$ cat config.mk
export PLATFORM = sky130hd
export DESIGN_NAME = drowsy_decision_fsm
export DESIGN_NICKNAME = d
export VERILOG_FILES = /design/src/rtl/drowsy_pkg.sv /design/src/rtl/sliding_window_counter.sv /design/src/rtl/drowsy_decision_fsm.sv
export SDC_FILE = /design/constraint.sdc
export NUM_CORES = 1
export LEC_CHECK = 0
export CORE_MARGIN = 10
export CORE_UTILIZATION = 59
export CTS_BUF_LIST = sky130_fd_sc_hd__clkbuf_16
export CTS_CLUSTER_SIZE = 10
export DETAILED_ROUTE_END_ITERATION = 10
export GPL_TIMING_DRIVEN = 0
export PLACE_DENSITY_LB_ADDON = 0.12
export SYNTH_ARGS = -nofsm -noshare
export SYNTH_HDL_FRONTEND = slang
export SYNTH_SLANG_ARGS = --single-unit
$ cat constraint.sdc
create_clock -name Clock -period 3.3 [get_ports Clock]
set_input_delay 0.66 -clock Clock [delete_from_list [all_inputs] [get_ports Clock]]
set_output_delay 0.66 -clock Clock [all_outputs]
set_load 0.02 [all_outputs]
$ cat src/rtl/drowsy_pkg.sv
// Shared types and constants for the drowsiness decision path.
// Class-bit positions match the output-neuron ordering of the upstream network.
package drowsy_pkg;

  typedef enum logic [1:0] {
    IDLE    = 2'd0,
    MONITOR = 2'd1,
    WARN    = 2'd2,
    ALARM   = 2'd3
  } state_t;

  localparam int CLS_ALERT  = 0;
  localparam int CLS_DROWSY = 1;
  localparam int CLS_CLOSED = 2;

  // A frame is trusted only when exactly one class neuron fired.
  function automatic logic is_one_hot3(input logic [2:0] v);
    return (v != 3'b000) && ((v & (v - 3'b001)) == 3'b000);
  endfunction

endpackage

$ cat src/rtl/sliding_window_counter.sv
// Keeps the last WIN frame flags and a running count of the set ones.
// The count tracks the shift register exactly, so it can never wrap.
module sliding_window_counter #(
  parameter int WIN   = 16,
  parameter int CNT_W = $clog2(WIN + 1)
) (
  input  logic             clk,
  input  logic             rst_n,
  input  logic             shift_en_i,
  input  logic             bit_in_i,
  output logic [CNT_W-1:0] count_o
);

  logic [WIN-1:0]   win_q, win_d;
  logic [CNT_W-1:0] count_q, count_d;
  logic             oldest;

  assign oldest = win_q[WIN-1];

  always_comb begin
    // NOTE: defaults first so every path assigns every output; otherwise a latch is inferred.
    win_d   = win_q;
    count_d = count_q;
    if (shift_en_i) begin
      win_d = {win_q[WIN-2:0], bit_in_i};
      if (bit_in_i && !oldest) begin
        count_d = count_q + CNT_W'(1);
      end else if (!bit_in_i && oldest) begin
        count_d = count_q - CNT_W'(1);
      end
    end
  end

  // NOTE: the window storage is reset too -- frames not yet seen must read as 0.
  always_ff @(posedge clk) begin
    if (!rst_n) begin
      win_q   <= '0;
      count_q <= '0;
    end else begin
      win_q   <= win_d;
      count_q <= count_d;
    end
  end

  assign count_o = count_q;

endmodule

$ cat src/rtl/drowsy_decision_fsm.sv
// Debounces per-frame drowsiness classes over a sliding window and drives
// latched MONITOR/WARN/ALARM flags with a fixed two-cycle sample-to-flag latency.
module drowsy_decision_fsm
  import drowsy_pkg::*;
#(
  parameter int WIN        = 16,
  parameter int WARN_THR   = 6,
  parameter int ALARM_THR  = 10,
  parameter int CLEAR_THR  = 2,
  parameter int CLOSED_THR = 5,
  parameter int ERR_W      = 8
) (
  input  logic                       Clock,
  input  logic                       Rst,
  input  logic                       sample_valid,
  input  logic [2:0]                 class_in,
  input  logic                       clear_alarm,
  output logic [1:0]                 state,
  output logic                       warn,
  output logic                       alarm,
  output logic [$clog2(WIN+1)-1:0]   win_count,
  output logic [ERR_W-1:0]           err_count
);

  localparam int CNT_W = $clog2(WIN + 1);
  localparam int RUN_W = $clog2(CLOSED_THR + 1);

  state_t           state_q;
  logic             warn_q, alarm_q;
  logic [RUN_W-1:0] closed_run_q;
  logic [ERR_W-1:0] err_count_q;
  logic             seen_valid_q;
  logic [CNT_W-1:0] win_count_w;

  logic frame_ok, frame_flag, shift_en;
  logic go_alarm, at_clear;

  assign frame_ok   = is_one_hot3(class_in);
  assign frame_flag = class_in[CLS_DROWSY] | class_in[CLS_CLOSED];
  assign shift_en   = sample_valid & frame_ok;

  sliding_window_counter #(
    .WIN   (WIN),
    .CNT_W (CNT_W)
  ) u_window (
    .clk        (Clock),
    .rst_n      (Rst),
    .shift_en_i (shift_en),
    .bit_in_i   (frame_flag),
    .count_o    (win_count_w)
  );

  // NOTE: sequential state uses non-blocking assignments so all registers see pre-edge values.
  always_ff @(posedge Clock) begin
    if (!Rst) begin
      closed_run_q <= '0;
      err_count_q  <= '0;
      seen_valid_q <= 1'b0;
    end else if (sample_valid) begin
      if (frame_ok) begin
        seen_valid_q <= 1'b1;
        if (!class_in[CLS_CLOSED]) begin
          closed_run_q <= '0;
        end else if (closed_run_q != RUN_W'(CLOSED_THR)) begin
          closed_run_q <= closed_run_q + RUN_W'(1);
        end
      end else if (!(&err_count_q)) begin
        err_count_q <= err_count_q + ERR_W'(1);
      end
    end
  end

  // Decisions use only registered counters, so a same-cycle sample never affects a clear.
  assign go_alarm = (closed_run_q == RUN_W'(CLOSED_THR)) ||
                    (win_count_w >= CNT_W'(ALARM_THR));
  assign at_clear = (win_count_w <= CNT_W'(CLEAR_THR));

  always_ff @(posedge Clock) begin
    if (!Rst) begin
      state_q <= IDLE;
      warn_q  <= 1'b0;
      alarm_q <= 1'b0;
    end else begin
      unique case (state_q)
        IDLE: begin
          if (seen_valid_q) begin
            state_q <= MONITOR;
          end
        end
        MONITOR: begin
          if (go_alarm) begin
            state_q <= ALARM;
            alarm_q <= 1'b1;
          end else if (win_count_w >= CNT_W'(WARN_THR)) begin
            state_q <= WARN;
            warn_q  <= 1'b1;
          end
        end
        WARN: begin
          if (go_alarm) begin
            state_q <= ALARM;
            warn_q  <= 1'b0;
            alarm_q <= 1'b1;
          end else if (at_clear) begin
            state_q <= MONITOR;
            warn_q  <= 1'b0;
          end
        end
        ALARM: begin
          if (clear_alarm && at_clear && (closed_run_q == '0)) begin
            state_q <= MONITOR;
            alarm_q <= 1'b0;
          end
        end
        default: begin
          state_q <= IDLE;
          warn_q  <= 1'b0;
          alarm_q <= 1'b0;
        end
      endcase
    end
  end

  assign state     = state_q;
  assign warn      = warn_q;
  assign alarm     = alarm_q;
  assign win_count = win_count_w;
  assign err_count = err_count_q;

endmodule

==> results by group <==
Hold path
  • Hold Crit Class: reg -> reg

Clock tree
  • Number of buffers on the longest clock path: 2
  • Insertion delay to the later sink of the worst-skew pair: 0.28 ns
  • CTS tree: built
  • CTS H-tree depth: 2
  • Root Driver: clkbuf_16
  • Reg clk slew, reported paths: 0.06 ns
  • Postcts setup bufs: 0
  • Total CTS buffers: 5
  • Hold_buf cts: 0
  • Sink Count: 37
  • Number of gates resized after CTS: 0

Routing
  • Via count: 1694
  • Drt first pass iters: 4
  • Starting DRC count in detailed routing: 179
  • DRC errors left: 0
  • Wire per inst: 13.7 um
  • Routed Antenna Nets: 0
  • Final wirelength: 4.16 mm
  • Vias per cell: 5.59

Final layout
  • # diodes: 0
  • Filler instances: 260
  • Synth-to-Final Area Change: 23.2%
  • Final Cell Area: 2350 sq um
  • Total Nets Final: 278
  • Commonest cells after routing, fill and taps aside: nand2_1, dfxtp_1, a21oi_1, clkdlybuf4s50_1
  • Most common cell after layout, fill and taps aside: nand2_1
  • Layout cells sized above 1: 8.11%
  • Final cell utilization of the core: 76.2%

Yosys
  • Seq cells post-synth: 37
  • Synth warnings: 0
  • Synth cell types: 45
  • Cell Area, Synth: 1900 sq um
  • Synth Instances: 229
  • Main synth FF type: dfxtp_1
  • Async SR Flop Fraction: 0%
  • Avg Inst Size Synth: 8.32 sq um
  • EDFF count, synth: 0
  • Sequential share of the synthesized area: 38.9%
  • Post-synthesis net count: 249

Power
  • Sw Ratio: 27.0%
  • Cell area power density: 547 nW/um^2
  • Leakage: 0.872 nW
  • Internal power: 0.938 mW
  • Clock power share: 41.4%
  • NetSw: 0.346 mW
  • Power share of the combinational group: 19.8%
  • Flop pwr share: 38.8%
  • Max VDD drop: 0.373 mV
  • Total power: 1.28 mW

Global route
  • First-pass GRT wire length: 7.53 mm
  • Largest net degree at the start of global routing: 13
  • Initial antenna violation count: 0
  • Total GRT Usage: 15.2%
  • Global route overflow: 0
  • Vias in the first global route: 1651

Outcome
  • Status: complete, no violations

Worst setup path
  • Critical path launch point type: input pin
  • CP Capture Type: register
  • Crit Path Category: in -> reg
  • Worst endpoint required time: 3.50 ns
  • Critical path fanouts, max: 8
  • Crit path DAT: 3.19 ns

Die
  • Initial Util: 61.9%
  • Die extent in x: 76.8 um
  • Die Area: 5900 sq um
  • Die Ht: 76.8 um
  • Num ports: 24
  • Row count: 20
  • Core ar.: 3080 sq um

Placement
  • GP Congestion: 0.841
  • PortBufs: 22
  • Detailed placer's ending HPWL: 2.97 mm
  • DP Area: 2180 sq um

STA
  • Post-Route Setup TNS: 0 ns
  • Measured slew at the worst slew-check pin: 0.557 ns
  • Final worst-path cycle share: 90.5%
  • Fmax: 335 MHz
  • Final hold vios: 0
  • Period minus WS final: 2.99 ns
  • Unrepaired setup endpoints after global routing: false
  • Normalized max-slew margin: 62.9%
  • Final setup vio count: 0
  • Max-slew violations: 0
  • Worst Skew: 0.00592 ns

Job
  • Max cap viols: 0
-- Yosys cell counts (3+ instances only) --
| master | number | area share, % |
|---|---|---|
| xnor2_1 | 7 | 3.2 |
| nor3_1 | 4 | 1.1 |
| clkbuf_1 | 4 | 0.79 |
| nand3_1 | 8 | 2.1 |
| nand4_1 | 3 | 0.99 |
| nor2_1 | 13 | 2.6 |
| a21oi_1 | 25 | 6.6 |
| mux2i_1 | 4 | 2.1 |
| nand2_1 | 44 | 8.7 |
| buf_2 | 4 | 1.1 |
| o21ai_0 | 11 | 2.9 |
| nor3b_1 | 3 | 1.2 |
| inv_1 | 13 | 2.6 |
| dfxtp_1 | 37 | 39 |
| ha_1 | 12 | 7.9 |
-- final cells by class --
cell class              count  area, sq um  area share (%)
inverters                  14         52.6            2.24
well taps                  44         55.1            2.35
multi-input cells         169         1060            45.3
repair buffers             22          220            9.39
flip-flops and latches     37          741            31.6
clock inverters             3         41.3            1.76
plain buffers               9         48.8            2.08
clock buffers               5          125            5.33
-- critical path, stage by stage --
cell             delay (ns)
clkdlybuf4s50_1        0.52
or2_2                  0.36
ha_1                   0.24
inv_1                  0.16
ha_1                   0.28
nor2b_1                0.14
o21ai_0                0.19
and2_1                 0.19
mux2_2                 0.34
o211ai_1               0.10
-- per-stage QoR --
step,cells,worst slack (ns),hold slack [ns]
finish,303,0.312,0.450
global route,303,0.0995,0.468
CTS,303,0.326,0.452
detailed placement,295,0.0712,0.445
global placement,295,0.0450,0.438
floorplan,229,0.822,0.432
-- flip-flops by register name, summed over array words and instances, names as in the netlist --
| register | count |
|---|---|
| warn | 1 |
| closed_run_q | 3 |
| err_count | 8 |
| u_window.win_q | 16 |
| seen_valid_q | 1 |
| u_window.count_o | 5 |
| state | 2 |
| alarm | 1 |
-- logic make-up after synthesis --
logic type / count (synthesis) / synth area share, %
buffers and inverters: 23 / 5.32
xor gates and xnor gates: 8 / 3.68
and+or+nand+nor: 91 / 22.4
muxes: 5 / 2.69
DFF: 37 / 38.9
AOI/OAI and AO/OA: 52 / 18.1
adders and majority gates: 13 / 8.94
-- metal layers --
| layer | routed length [um] | GRT usage (%) | share of wire (%) |
|---|---|---|---|
| met3 | 378 | 6.88 | 9.1 |
| met1 | 1750 | 17.2 | 42 |
| met5 | 0 | 0 | 0 |
| met4 | 54 | 5.95 | 1.3 |
| met2 | 1970 | 24.2 | 47 |
-- power by group through the flow --
stage / Sequential, mW / Combinational [mW] / Clock, mW
after floorplan: 0.524 / 0.154 / 0
after global placement: 0.507 / 0.247 / 0
after detailed placement: 0.507 / 0.252 / 0
after CTS: 0.498 / 0.255 / 0.539
after global routing: 0.503 / 0.285 / 0.563
final: 0.498 / 0.254 / 0.532
-- final timing paths --
path	depth (start not counted)	end	start	slack (ns)
setup / recovery	10	u_window.count_o[4]$_SDFFE_PN0P_	class_in[2]	0.31
hold / removal	2	u_window.win_q[11]$_SDFFE_PN0P_	u_window.win_q[10]$_SDFFE_PN0P_	0.45
setup reg to reg	9	u_window.count_o[4]$_SDFFE_PN0P_	u_window.win_q[15]$_SDFFE_PN0P_	1.20
hold reg to reg	2	u_window.win_q[11]$_SDFFE_PN0P_	u_window.win_q[10]$_SDFFE_PN0P_	0.45
(Power assumes the default switching activity.)
